`src/rtl/prog_loader_pkg.sv`:
```
// Shared definitions for the program loader and the fetch unit.
// FSM encoding, default geometry and the flush padding helper.
package prog_loader_pkg;

  localparam int DEF_ADDR_W         = 14;
  localparam int DEF_TIMEOUT_CYCLES = 1_000_000;

  localparam logic [1:0] ST_IDLE   = 2'd0;
  localparam logic [1:0] ST_LOAD   = 2'd1;
  localparam logic [1:0] ST_FLUSH  = 2'd2;
  localparam logic [1:0] ST_FINISH = 2'd3;

  // The assembly register holds n received bytes right-aligned; move them to
  // the top of the word and zero the missing low bytes.
  function automatic logic [31:0] pad_word(input logic [31:0] asm_word,
                                           input logic [1:0]  n_bytes);
    case (n_bytes)
      2'd1:    return {asm_word[7:0], 24'h0};
      2'd2:    return {asm_word[15:0], 16'h0};
      2'd3:    return {asm_word[23:0], 8'h0};
      default: return asm_word;
    endcase
  endfunction

endpackage

```
`src/rtl/prog_loader_idle_timer.sv`:
```
// Idle timer for the program loader: counts cycles while enabled and pulses
// expire_o when the count reaches TIMEOUT_CYCLES-1 without a clear.
module idle_timer
  import prog_loader_pkg::*;
#(
  parameter int TIMEOUT_CYCLES = DEF_TIMEOUT_CYCLES
) (
  input  logic clock_i,
  input  logic reset_ni,
  input  logic clear_i,
  input  logic enable_i,
  output logic expire_o
);

  localparam int            CW   = $clog2(TIMEOUT_CYCLES);
  localparam logic [CW-1:0] TERM = CW'(TIMEOUT_CYCLES - 1);

  logic [CW-1:0] count_q, count_d;
  logic          at_term;

  assign at_term  = (count_q == TERM);
  assign expire_o = enable_i && !clear_i && at_term;

  always_comb begin
    count_d = count_q;
    if (clear_i) begin
      count_d = '0;
    end else if (enable_i) begin
      count_d = at_term ? '0 : count_q + 1'b1;
    end
  end

  always_ff @(posedge clock_i or negedge reset_ni) begin
    if (!reset_ni) count_q <= '0;
    else           count_q <= count_d;
  end

endmodule

```
`src/rtl/prog_loader.sv`:
```
// Program-memory writer: assembles big-endian words from the UART byte stream
// and writes them to instruction memory while holding the CPU in reset.
// Optional running checksum of written words: define LOADER_CHECKSUM_EN.
//
// state  | meaning
// IDLE   | CPU running, waiting for start_pgm
// LOAD   | accepting bytes, CPU held
// FLUSH  | partial last word written zero-padded
// FINISH | done pulse, CPU still held for one more cycle
module prog_loader
  import prog_loader_pkg::*;
#(
  parameter int ADDR_W         = DEF_ADDR_W,
  parameter int TIMEOUT_CYCLES = DEF_TIMEOUT_CYCLES
) (
  input  logic              clock_i,
  input  logic              reset_ni,
  input  logic              start_pgm_i,
  input  logic [7:0]        rx_data_i,
  input  logic              rx_valid_i,
  output logic              wr_en_o,
  output logic [ADDR_W-1:0] wr_addr_o,
  output logic [31:0]       wr_data_o,
  output logic              cpu_hold_o,
  output logic [ADDR_W:0]   word_count_o,
  output logic              done_o,
  output logic              err_overflow_o,
  output logic [31:0]       checksum_o
);

  logic [1:0]        state_q, state_d;
  logic [1:0]        byte_idx_q, byte_idx_d;
  logic [31:0]       asm_q, asm_d;
  logic              wr_en_q, wr_en_d;
  logic [ADDR_W-1:0] wr_addr_q, wr_addr_d;
  logic [31:0]       wr_data_q, wr_data_d;
  logic [ADDR_W:0]   count_q, count_d;
  logic              ovf_q, ovf_d;
  logic              done_q, done_d;
  logic              cpu_hold_q, cpu_hold_d;

  logic              in_load, timer_clear, expire;
  logic              word_ready, wr_issue, start_load;
  logic [31:0]       word;

  assign in_load     = (state_q == ST_LOAD);
  assign timer_clear = !in_load || rx_valid_i;
  assign start_load  = (state_q == ST_IDLE) && start_pgm_i;

  idle_timer #(
    .TIMEOUT_CYCLES(TIMEOUT_CYCLES)
  ) u_idle_timer (
    .clock_i (clock_i),
    .reset_ni(reset_ni),
    .clear_i (timer_clear),
    .enable_i(in_load),
    .expire_o(expire)
  );

  always_comb begin
    state_d    = state_q;
    byte_idx_d = byte_idx_q;
    asm_d      = asm_q;
    wr_en_d    = 1'b0;
    wr_addr_d  = wr_addr_q;
    wr_data_d  = wr_data_q;
    count_d    = count_q;
    ovf_d      = ovf_q;
    word_ready = 1'b0;
    word       = '0;
    case (state_q)
      ST_IDLE: begin
        if (start_pgm_i) begin
          state_d    = ST_LOAD;
          byte_idx_d = '0;
          asm_d      = '0;
          wr_addr_d  = '0;
          count_d    = '0;
          ovf_d      = 1'b0;
        end
      end
      ST_LOAD: begin
        // A byte arriving on the terminal-count edge beats the timeout.
        if (rx_valid_i) begin
          asm_d      = {asm_q[23:0], rx_data_i};
          byte_idx_d = byte_idx_q + 2'd1;
          if (byte_idx_q == 2'd3) begin
            word_ready = 1'b1;
            word       = {asm_q[23:0], rx_data_i};
          end
        end else if (expire) begin
          if (byte_idx_q == 2'd0) begin
            state_d = ST_FINISH;
          end else begin
            state_d    = ST_FLUSH;
            byte_idx_d = '0;
            word_ready = 1'b1;
            word       = pad_word(asm_q, byte_idx_q);
          end
        end
      end
      ST_FLUSH: state_d = ST_FINISH;
      default:  state_d = ST_IDLE;
    endcase

    wr_issue = word_ready && !count_q[ADDR_W];
    if (word_ready && count_q[ADDR_W]) begin
      ovf_d = 1'b1;
    end
    if (wr_issue) begin
      wr_en_d   = 1'b1;
      wr_addr_d = count_q[ADDR_W-1:0];
      wr_data_d = word;
      count_d   = count_q + 1'b1;
    end

    done_d     = (state_d == ST_FINISH);
    cpu_hold_d = (state_d != ST_IDLE);
  end

  always_ff @(posedge clock_i or negedge reset_ni) begin
    if (!reset_ni) begin
      state_q    <= ST_IDLE;
      byte_idx_q <= '0;
      asm_q      <= '0;
      wr_en_q    <= 1'b0;
      wr_addr_q  <= '0;
      wr_data_q  <= '0;
      count_q    <= '0;
      ovf_q      <= 1'b0;
      done_q     <= 1'b0;
      cpu_hold_q <= 1'b1;
    end else begin
      state_q    <= state_d;
      byte_idx_q <= byte_idx_d;
      asm_q      <= asm_d;
      wr_en_q    <= wr_en_d;
      wr_addr_q  <= wr_addr_d;
      wr_data_q  <= wr_data_d;
      count_q    <= count_d;
      ovf_q      <= ovf_d;
      done_q     <= done_d;
      cpu_hold_q <= cpu_hold_d;
    end
  end

`ifdef LOADER_CHECKSUM_EN
  logic [31:0] checksum_q, checksum_d;

  always_comb begin
    checksum_d = checksum_q;
    if (start_load)    checksum_d = '0;
    else if (wr_issue) checksum_d = checksum_q + word;
  end

  always_ff @(posedge clock_i or negedge reset_ni) begin
    if (!reset_ni) checksum_q <= '0;
    else           checksum_q <= checksum_d;
  end

  assign checksum_o = checksum_q;
`else
  assign checksum_o = '0;
`endif

  assign wr_en_o        = wr_en_q;
  assign wr_addr_o      = wr_addr_q;
  assign wr_data_o      = wr_data_q;
  assign cpu_hold_o     = cpu_hold_q;
  assign word_count_o   = count_q;
  assign done_o         = done_q;
  assign err_overflow_o = ovf_q;

endmodule

```
`config.mk`:
```
export PLATFORM = sky130hd
export DESIGN_NAME = prog_loader
export DESIGN_NICKNAME = d
export VERILOG_FILES = /design/src/rtl/prog_loader_pkg.sv /design/src/rtl/prog_loader_idle_timer.sv /design/src/rtl/prog_loader.sv
export SDC_FILE = /design/constraint.sdc
export NUM_CORES = 1
export LEC_CHECK = 0
export CAP_MARGIN = 20
export CELL_PAD_IN_SITES_DETAIL_PLACEMENT = 0
export CELL_PAD_IN_SITES_GLOBAL_PLACEMENT = 1
export CORE_MARGIN = 2
export CORE_UTILIZATION = 39
export CTS_CLUSTER_SIZE = 28
export DETAILED_ROUTE_END_ITERATION = 10
export PLACE_DENSITY_LB_ADDON = 0.1
export SYNTH_ARGS = -nofsm -noshare
export SYNTH_HDL_FRONTEND = slang
export SYNTH_SLANG_ARGS = --single-unit
```
`constraint.sdc`:
```
create_clock -name clock_i -period 2.8 [get_ports clock_i]
set_clock_uncertainty 0.1 [all_clocks]
set_input_delay 0.56 -clock clock_i [delete_from_list [all_inputs] [get_ports clock_i]]
set_output_delay 0.56 -clock clock_i [all_outputs]
set_load 0.005 [all_outputs]
```
== Word level (Yosys, flattened, before mapping) ==
Cells that the tools add are included.
Word-level totals
  register bits after elaboration: 121
  bits in latches: 0
  memory bits (writable): 0
  memory bits (read-only): 0
  bits of input ports: 12
  output and inout port bits: 97
  memories: 0
Operators by class
  $add $sub $neg: 3
  $mul: 0
  div/mod/pow operators: 0
  order comparisons: 0
  equality and inequality tests: 11
  shift-type cells: 0
  multiplexer cells: 37
  bitwise logic cells: 0
  reduce and logical (&&, ||, !) cells: 21
Operators with widths (number)
  $mux W32: 7
  $pmux W32 S3: 1
  $pmux W32 S2: 1
  $mux W20: 3
  $mux W15: 3
  $mux W14: 3
  $add A20 B1 Y20 const B: 1
  $eq A20 B20 Y1 const B: 1
  $add A15 B1 Y15 const B: 1
  $mux W2: 7
  $reduce_bool A2 Y1: 7
  $mux W1: 10
  $eq A2 B2 Y1 const B: 4
  $pmux W2 S3: 1
  $eq A2 B1 Y1 const B: 2
  $logic_and A1 B1 Y1: 4
  $logic_not A2 Y1: 2
  $ne A2 B2 Y1 const B: 2
  $pmux W2 S2: 1
  $reduce_and A2 Y1: 2
  $reduce_and A4 Y1: 1
  $logic_not A1 Y1: 3
  $ne A3 B2 Y1 const B: 1
  $ne A3 B3 Y1 const B: 1
  other kinds (3): 3

== Longest topological paths before layout ==
Gate-level depths: netlist of run 1.
  depth after elaboration: 12
  gate-level depth with buffers: 10
  depth with buffers taken out: 8

== By module ==
Synthesis of run 1 repeated with hierarchy kept, for this count alone.
Unflattened totals
  cell total of the unflattened synthesis: 601
  area total of the unflattened synthesis: 5547.8 um2
By module, submodules not included
  prog_loader: times used 1, cells an instance 463, area an instance 4359.2 um2, sequential area each 2328.5 um2
  idle_timer: times used 1, cells an instance 138, area an instance 1188.6 um2, sequential area each 500.5 um2

== Worst setup path before layout of run 1 ==
No wires, ideal clock.
  path kind: register to register
  start point: reg u_idle_timer.count_q[0]
  end point: reg wr_data_q[23], in the netlist wr_data_o[23]
  data arrival time: 2.162 ns
  setup slack: 0.461 ns
  stages on the path, launching flop included: 9
  path buffers: 2
  cells stage by stage: dfrtp_1 -> ha_1 -> nand2_1 -> or4_1 -> clkbuf_1 -> o41ai_4 -> buf_6 -> a32oi_1 -> a21oi_1
Between the ends
  word-level cells in the longest chain between the ends: 6
  elaborated cells on any way between the ends: 9
Ends and longest elaborated chain
  start, declared: line prog_loader_idle_timer.sv:18  | logic [CW-1:0] count_q, count_d;
  start signal, assigned: line prog_loader_idle_timer.sv:35  | else count_q <= count_d;
  $eq A20 B20 Y1 (*): line prog_loader_idle_timer.sv:21  | assign at_term = (count_q == TERM);
  $logic_and A1 B1 Y1 (*): line prog_loader_idle_timer.sv:22  | assign expire_o = enable_i && !clear_i && at_term;
  $mux W1: line prog_loader.sv:91  | end else if (expire) begin
  $mux W1: line prog_loader.sv:84  | if (rx_valid_i) begin
  $mux W1: line prog_loader.sv:71  | case (state_q)
  $logic_and A1 B1 Y1: line prog_loader.sv:106  | wr_issue = word_ready && !count_q[ADDR_W];
  end signal, assigned: line prog_loader.sv:139  | wr_data_q <= wr_data_d;
  end, declared: line prog_loader.sv:36  | logic [31:0] wr_data_q, wr_data_d;
Every way passes the cells marked *; elsewhere a longest branch is shown, timed or not.
A chain may end at the register's enable or synchronous reset.

== Worst setup path after layout of run 1 ==
Same ends and word-level chain as after synthesis.

==> results of run 1 <==
final timing paths:
check | startpoint | endpoint | slack, ps | cells past startpoint
hold reg to reg | wr_data_o[17]$_DFFE_PN0P_ | wr_data_o[17]$_DFFE_PN0P_ | 370 | 2
setup / recovery | u_idle_timer.count_q[0]$_DFFE_PN0P_ | wr_data_o[23]$_DFFE_PN0P_ | 310 | 7
max in group asynchronous | reset_ni | byte_idx_q[1]$_DFFE_PN0P_ | 1470 | 3
min in group asynchronous | reset_ni | wr_addr_o[11]$_DFFE_PN0P_ | 480 | 2
hold / removal | wr_data_o[17]$_DFFE_PN0P_ | wr_data_o[17]$_DFFE_PN0P_ | 370 | 2
setup reg to reg | u_idle_timer.count_q[0]$_DFFE_PN0P_ | wr_data_o[23]$_DFFE_PN0P_ | 310 | 7
worst reg2reg max path, delay by kind of cell, from the launching register on:
family	cells	cell delay [ps]
fa+ha+maj	1	250
buf+inv	1	250
simple gates	2	790
compound gates	3	630
flops	1	410
synthesized netlist by cell type (all sizes together), types with 4 or more instances:
master    n
dfrtp   112
nand2   112
nor2     48
buf      42
o21ai    40
nand3    34
clkbuf   26
a22o     18
a21oi    10
inv      10
xnor2    10
and3      9
nand4     9
nor3      9
a221oi    8
o31ai     8
a32oi     7
ha        6
xor2      6
mux2i     5
or2       5
a211o     4
nor4      4
timing repair:
item | in CTS | in global routing
hold endpoints to repair | 18 | 0
hold buffers | 1 | 0
setup endpoints to repair | 0 | 0
metal layers:
| metal | share of wire, % | GRT usage (%) | routed length (um) |
|---|---|---|---|
| met4 | 1.5 | 6.681 | 176 |
| met3 | 5.4 | 4.605 | 651 |
| met2 | 43 | 24.75 | 5138 |
| met5 | 0 | 0 | 0 |
| met1 | 50 | 26.14 | 6024 |
per-stage QoR:
| stage | utilization (%) | setup WS [ps] | total power [W] | hold WS (ps) | cell area, um^2 |
|---|---|---|---|---|---|
| after detailed placement | 46.82 | 255.1 | 0.003193 | 369.7 | 6250 |
| after global routing | 51.42 | 98.15 | 0.005615 | 406.5 | 6863 |
| after CTS | 51.42 | 303.5 | 0.005374 | 382.4 | 6863 |
| after floorplan | - | 460.6 | 0.002602 | 164.4 | 5488 |
| final | 51.42 | 305.5 | 0.005310 | 374.0 | 6863 |
| after global placement | 46.82 | 243.0 | 0.003169 | 366.6 | 6250 |
cell type report:
class | instances | area, um^2
repair buffers | 96 | 935.9
well taps | 176 | 220.2
clock buffers | 24 | 501.7
inverters | 10 | 37.54
clock inverters | 8 | 101.3
flip-flops and latches | 113 | 2829
fillers | 1270 | 6485
multi-input cells | 407 | 2237
power groups by stage:
stage	Clock, W	Sequential (W)	Combinational [W]
finish	0.00216	0.00210	0.00105
global route	0.00229	0.00213	0.00119
CTS	0.00220	0.00210	0.00107
detailed placement	0	0.00213	0.00107
global placement	0	0.00212	0.00105
floorplan	0	0.00209	0.000509
flip-flops by register name, indices dropped and copies added, names as in the netlist:
name / cells
wr_data_o: 32
asm_q: 24
u_idle_timer.count_q: 20
word_count_o: 15
wr_addr_o: 14
byte_idx_q: 2
state_q: 2
cpu_hold_o: 1
done_o: 1
err_overflow_o: 1
wr_en_o: 1
kinds of logic (layout without fill, tap and decap cells):
family	Yosys count	count (layout)	synth area share, %
multiplexers	5	5	0.9318
flip-flops	113	113	52.67
AND/OR/NAND/NOR	245	245	20.78
XOR/XNOR	16	16	2.609
buffers and inverters	78	138	8.199
other	1	32	0.06981
AO/OA/AOI/OAI	103	103	13.35
adder cells (fa/ha/maj)	6	6	1.398
==> results_tabular.tex, run 1 <==
\begin{tabular}{lr}
\hline
Metric & Value \\
\hline
\multicolumn{2}{l}{\textbf{Run status}} \\
Result of the run & finished, final reports clean \\
\multicolumn{2}{l}{\textbf{Route}} \\
Number of nets with antenna violations after routing & 0 \\
Drt first pass iters & 5 \\
Number of vias per cell after detailed routing & 4.996 \\
Drt initial violations & 252 \\
Via Count & between 4,000 and 5,000 \\
Average detailed-routed wire length per instance & 14.38 um \\
DRC Markers & 0 \\
Wire length after detailed routing & 11.99 mm \\
\multicolumn{2}{l}{\textbf{STA}} \\
Max-slew violation count & 0 \\
Transition time at the pin with the least slew margin & $\sim$580 ps \\
Final critical delay including setup and external delays & between 2000 and 2500 ps \\
Maximum clock frequency & 0.4009 GHz \\
Final hold violation count & 0 \\
Unrepaired setup endpoints after global routing & no \\
Worst-case headroom to the max-slew limit & 60.86\% \\
Count of final setup violators & 0 \\
Total Neg Setup Slack & 0 ps \\
Period utilization & 89.09\% \\
\multicolumn{2}{l}{\textbf{Worst setup path}} \\
Sort of element at the end of the critical path & flop \\
Biggest cell delay along the critical path & a little under 700 ps \\
Bufs and invs on worst path & 1 \\
Endpoint required time on the critical path & 3040 ps \\
Crit path cell chain & ha\_1 -> nand2\_1 -> or4\_1 -> o41ai\_4 -> buf\_4 -> a32oi\_1 -> a21oi\_1 \\
CP max FO & 14 \\
Sort of element at the start of the critical path & flop \\
Cell class contributing the biggest share of worst-path delay & simple AND/OR/NAND/NOR gates \\
Library cell contributing the largest single delay on the critical path & sky130\_fd\_sc\_hd\_\_or4\_1 \\
Category of the critical setup timing path & reg -> reg \\
Worst Path Arrival & 2730 ps \\
\multicolumn{2}{l}{\textbf{Global route}} \\
Maximum number of pins on one net before global-route repair & 69 \\
Overflow left after global routing & 0 \\
Initial antenna violation count & 0 \\
Overall global routing resource usage & $\sim$18\% \\
First-pass GRT wire length & 20.21 mm \\
Number of global-route vias before repair & between 3,000 and 4,000 \\
\multicolumn{2}{l}{\textbf{Pwr}} \\
Internal power contribution & 0.003906 W \\
Proportion of power drawn by combinational gates & approximately a fifth \\
Net switching power figure & 0.001405 W \\
Power per cell area & 773.8 nW/um\^{}2 \\
Worst IR drop on VDD & about 0.35 mV \\
Reported leakage power & 3.167 nW \\
Fraction of power spent switching nets & 26.45\% \\
Share of power burned in the clock network & 40.7\% \\
Sequential group share of total power & 39.5\% \\
\multicolumn{2}{l}{\textbf{Yosys}} \\
Post-synth top flop & sky130\_fd\_sc\_hd\_\_dfrtp\_1 \\
Post-synthesis sequential area ratio & between 50\% and 60\% \\
Mapped cell area & between 5000 and 6000 um\^{}2 \\
Mean instance size in the synthesized netlist & 9.473 um\^{}2 \\
Instance count of the mapped netlist & 567 \\
Number of enable-type register cells in the synthesized netlist & 0 \\
Synth Register Bits & about 110 \\
Post-synthesis cell type with the largest combined area & sky130\_fd\_sc\_hd\_\_dfrtp\_1 \\
Netlist cell types & 47 \\
Yosys warns & 0 \\
Leading cell types by total area after synthesis & sky130\_fd\_sc\_hd\_\_dfrtp\_1 52\%, sky130\_fd\_sc\_hd\_\_nand2\_1 7.8\%, sky130\_fd\_sc\_hd\_\_buf\_4 4.8\% \\
Share of synthesized flip-flops with an asynchronous set or reset & 100.0\% \\
Synth top area share & 52.18\% \\
\multicolumn{2}{l}{\textbf{Clock network}} \\
TritonCTS clock tree & built \\
Post-cts resize count & 0 \\
Post CTS Setup Buffer Count & 0 \\
Clock latency on the worst-skew pair & 410 ps \\
Clock-pin slew of the registers on the worst-case setup and hold paths & 50 ps \\
Clock Sinks & between 100 and 150 \\
CTS Buf Count & 17 \\
Max Root-Sink Buffers & 2 \\
Root cell of the clock tree & sky130\_fd\_sc\_hd\_\_clkbuf\_16 \\
H-tree levels & 4 \\
\multicolumn{2}{l}{\textbf{Layout}} \\
Ratio of cells with drive above 1 in the final layout & 9.574\% \\
Layout overhead on the synthesized area & 27.77\% \\
Net count of the finished layout & 663 \\
Antenna fix cells & 0 \\
Fin cells & 834 \\
Leading cell types in the layout, fill and taps excluded & 112 x sky130\_fd\_sc\_hd\_\_nand2\_1, 112 x sky130\_fd\_sc\_hd\_\_dfrtp\_1, 75 x sky130\_fd\_sc\_hd\_\_clkdlybuf4s50\_1 \\
\multicolumn{2}{l}{\textbf{Floorplan}} \\
Die Footprint & 14,730 um\^{}2 \\
IO Count & 109 \\
Starting utilization of the core area & between 40\% and 50\% \\
Chip width & 121.4 um \\
Die H & 121.4 um \\
Site row count & 42 \\
Area of the core & around 13,000 um\^{}2 \\
\multicolumn{2}{l}{\textbf{Placed design}} \\
Number of placed instances, taps included & 801 \\
Buffers on Ports & 76 \\
Final RePlAce weighted congestion & 0.7873 \\
Post-detailed-placement half-perimeter wirelength & 8.238 mm \\
\multicolumn{2}{l}{\textbf{Hold path}} \\
Type of the tightest min-delay check & reg -> reg \\
\multicolumn{2}{l}{\textbf{Job}} \\
Number of max-cap violations & 0 \\
\hline
\end{tabular}
(Power assumes the default switching activity.)
==> inputs of run 2 (changes only) <==
Settings changed: CORE_UTILIZATION 39 to 48, DONT_BUFFER_PORTS from default to 1.
==> results_tabular.tex, run 2 (synthesized netlist as in run 1, its figures left out) <==
\begin{tabular}{lr}
\hline
Metric & Value \\
\hline
\multicolumn{2}{l}{\textbf{Run status}} \\
Result of the run & finished with violations (was finished, final reports clean) \\
Violated checks & negative hold slack \\
\multicolumn{2}{l}{\textbf{Clock network}} \\
Clock Sinks & 113 (unchanged) \\
Root cell of the clock tree & sky130\_fd\_sc\_hd\_\_clkbuf\_8 (was sky130\_fd\_sc\_hd\_\_clkbuf\_16) \\
TritonCTS clock tree & built (unchanged) \\
Post-cts resize count & 0 (unchanged) \\
CTS Buf Count & 17 (unchanged) \\
Max Root-Sink Buffers & 2 (unchanged) \\
Clock-pin slew of the registers on the worst-case setup and hold paths & 60 ps (was 50 ps) \\
Clock latency on the worst-skew pair & 530 ps (was 410 ps) \\
H-tree levels & 4 (unchanged) \\
Post CTS Setup Buffer Count & 0 (unchanged) \\
\multicolumn{2}{l}{\textbf{STA}} \\
Max-slew violation count & 0 (unchanged) \\
Count of final setup violators & 0 (unchanged) \\
Period utilization & 91.11\% (was 89.09\%) \\
WHS & -370.3 ps (was 374.0 ps) \\
Transition time at the pin with the least slew margin & 593.7 ps (was 581.7 ps) \\
Final worst-path setup slack & 248.8 ps (was 305.5 ps) \\
Total Neg Setup Slack & 0 ps (unchanged) \\
Maximum clock frequency & 0.3920 GHz (was 0.4009 GHz) \\
Unrepaired setup endpoints after global routing & no (unchanged) \\
Worst-case headroom to the max-slew limit & 60.05\% (was 60.86\%) \\
Final hold violation count & 113 (was 0) \\
Final critical delay including setup and external delays & 2551 ps (was 2495 ps) \\
\multicolumn{2}{l}{\textbf{Placed design}} \\
Post-detailed-placement half-perimeter wirelength & 7.316 mm (was 8.238 mm) \\
Buffers on Ports & 0 (was 76) \\
Worst setup slack before clock tree synthesis & 269.6 ps (was 255.1 ps) \\
Final RePlAce weighted congestion & 0.7592 (was 0.7873) \\
\multicolumn{2}{l}{\textbf{Hold path}} \\
Type of the tightest min-delay check & in -> async (was reg -> reg) \\
\multicolumn{2}{l}{\textbf{Worst setup path}} \\
Category of the critical setup timing path & reg -> reg (unchanged) \\
Endpoint required time on the critical path & 3100 ps (was 3040 ps) \\
CP max FO & 45 (was 14) \\
Worst Path Arrival & 2850 ps (was 2730 ps) \\
Sort of element at the start of the critical path & flop (unchanged) \\
Sort of element at the end of the critical path & flop (unchanged) \\
\multicolumn{2}{l}{\textbf{Route}} \\
Number of vias per cell after detailed routing & 5.440 (was 4.996) \\
Drt initial violations & 240 (was 252) \\
Via Count & 3,879 (was 4,167) \\
Number of nets with antenna violations after routing & 0 (unchanged) \\
DRC Markers & 0 (unchanged) \\
Average detailed-routed wire length per instance & 16.19 um (was 14.38 um) \\
Wire length after detailed routing & 11.54 mm (was 11.99 mm) \\
Drt first pass iters & 4 (was 5) \\
\multicolumn{2}{l}{\textbf{Layout}} \\
Antenna fix cells & 0 (unchanged) \\
Filler Cells Inserted & 977 (was 1,270) \\
Layout overhead on the synthesized area & 11.48\% (was 27.77\%) \\
Ratio of cells with drive above 1 in the final layout & 9.075\% (was 9.574\%) \\
Total area of multi-input combinational cells & 2237 um\^{}2 (unchanged) \\
Max FFs per register & 32 (unchanged) \\
Net count of the finished layout & 579 (was 663) \\
Register cell area after layout & 2829 um\^{}2 (unchanged) \\
Leading cell types in the layout, fill and taps excluded & 112 x sky130\_fd\_sc\_hd\_\_nand2\_1, 112 x sky130\_fd\_sc\_hd\_\_dfrtp\_1, 48 x sky130\_fd\_sc\_hd\_\_nor2\_1 (was 112 x sky130\_fd\_sc\_hd\_\_nand2\_1, 112 x sky130\_fd\_sc\_hd\_\_dfrtp\_1, 75 x sky130\_fd\_sc\_hd\_\_clkdlybuf4s50\_1) \\
\multicolumn{2}{l}{\textbf{Floorplan}} \\
IO Count & 109 (unchanged) \\
Area of the core & 10,890 um\^{}2 (was 13,350 um\^{}2) \\
Die Footprint & 12,050 um\^{}2 (was 14,730 um\^{}2) \\
Chip width & 109.8 um (was 121.4 um) \\
Starting utilization of the core area & 49.33\% (was 40.24\%) \\
Site row count & 38 (was 42) \\
Die H & 109.8 um (was 121.4 um) \\
\multicolumn{2}{l}{\textbf{Pwr}} \\
Power per cell area & 821.1 nW/um\^{}2 (was 773.8 nW/um\^{}2) \\
Reported leakage power & 2.855 nW (was 3.167 nW) \\
PnR Total Power & 0.004917 W (was 0.005310 W) \\
Worst IR drop on VDD & 0.5081 mV (was 0.3525 mV) \\
\multicolumn{2}{l}{\textbf{Global route}} \\
Overall global routing resource usage & 20.28\% (was 17.68\%) \\
Number of global-route vias before repair & 3,626 (was 3,869) \\
Overflow left after global routing & 0 (unchanged) \\
Maximum number of pins on one net before global-route repair & 114 (was 69) \\
First-pass GRT wire length & 18.59 mm (was 20.21 mm) \\
Initial antenna violation count & 0 (unchanged) \\
\multicolumn{2}{l}{\textbf{Job}} \\
Number of max-cap violations & 0 (unchanged) \\
\hline
\end{tabular}
-- run 2: layout make-up --
| type | count | area share [%] |
|---|---|---|
| Clock inverter | 4 | 1.588 |
| Clock buffer | 27 | 8.546 |
| Timing Repair Buffer | 12 | 1.713 |
| Multi-Input combinational cell | 407 | 37.36 |
| Tap cell | 140 | 2.925 |
| Inverter | 10 | 0.6268 |
| Sequential cell | 113 | 47.24 |
-- run 2: worst max-delay path: stages (launching register included) --
cell and delay (ps):
sky130_fd_sc_hd__dfrtp_1 420, sky130_fd_sc_hd__or4b_1 560, sky130_fd_sc_hd__nor4b_1 530, sky130_fd_sc_hd__a21oi_4 130, sky130_fd_sc_hd__buf_4 310, sky130_fd_sc_hd__a221oi_1 290, sky130_fd_sc_hd__nor2_1 70
-- run 2: routing by layer --
| metal | track usage, % | wire length (um) |
|---|---|---|
| met3 | 7.350 | 854 |
| met4 | 6.781 | 152 |
| met1 | 29.14 | 5625 |
| met2 | 28.18 | 4910 |
| met5 | 0 | 0 |
-- run 2: stage by stage --
step	utilization, %	cells	cell area, um^2	hold WS [ps]
global route	55.00	713	5988	-400.4
finish	55.00	713	5988	-370.3
detailed placement	49.43	682	5381	166.8
global placement	49.43	682	5381	166.7
floorplan	-	598	5488	164.4
CTS	55.00	713	5988	-397.5
-- run 2: final timing paths --
kind	startpoint	to	slack, ps	cells after the start
max in group asynchronous	reset_ni	cpu_hold_o$_DFF_PN1_	2770	0
worst max-delay path	u_idle_timer.count_q[13]$_DFFE_PN0P_	wr_data_o[30]$_DFFE_PN0P_	250	6
worst min-delay path	reset_ni	wr_addr_o[9]$_DFFE_PN0P_	-370	0
worst max register to register	u_idle_timer.count_q[13]$_DFFE_PN0P_	wr_data_o[30]$_DFFE_PN0P_	250	6
min in group clock_i	start_pgm_i	state_q[0]$_DFF_PN0_	100	2
worst min register to register	asm_q[20]$_DFFE_PN0P_	asm_q[20]$_DFFE_PN0P_	380	2
-- run 2: power breakdown --
group / internal [W] / switching, W / leakage [nW]
Clock: 0.00149 / 0.000696 / 0.299
Combinational: 0.000250 / 0.000331 / 1.07
Sequential: 0.00189 / 0.000258 / 1.49
Total: 0.00363 / 0.00128 / 2.85
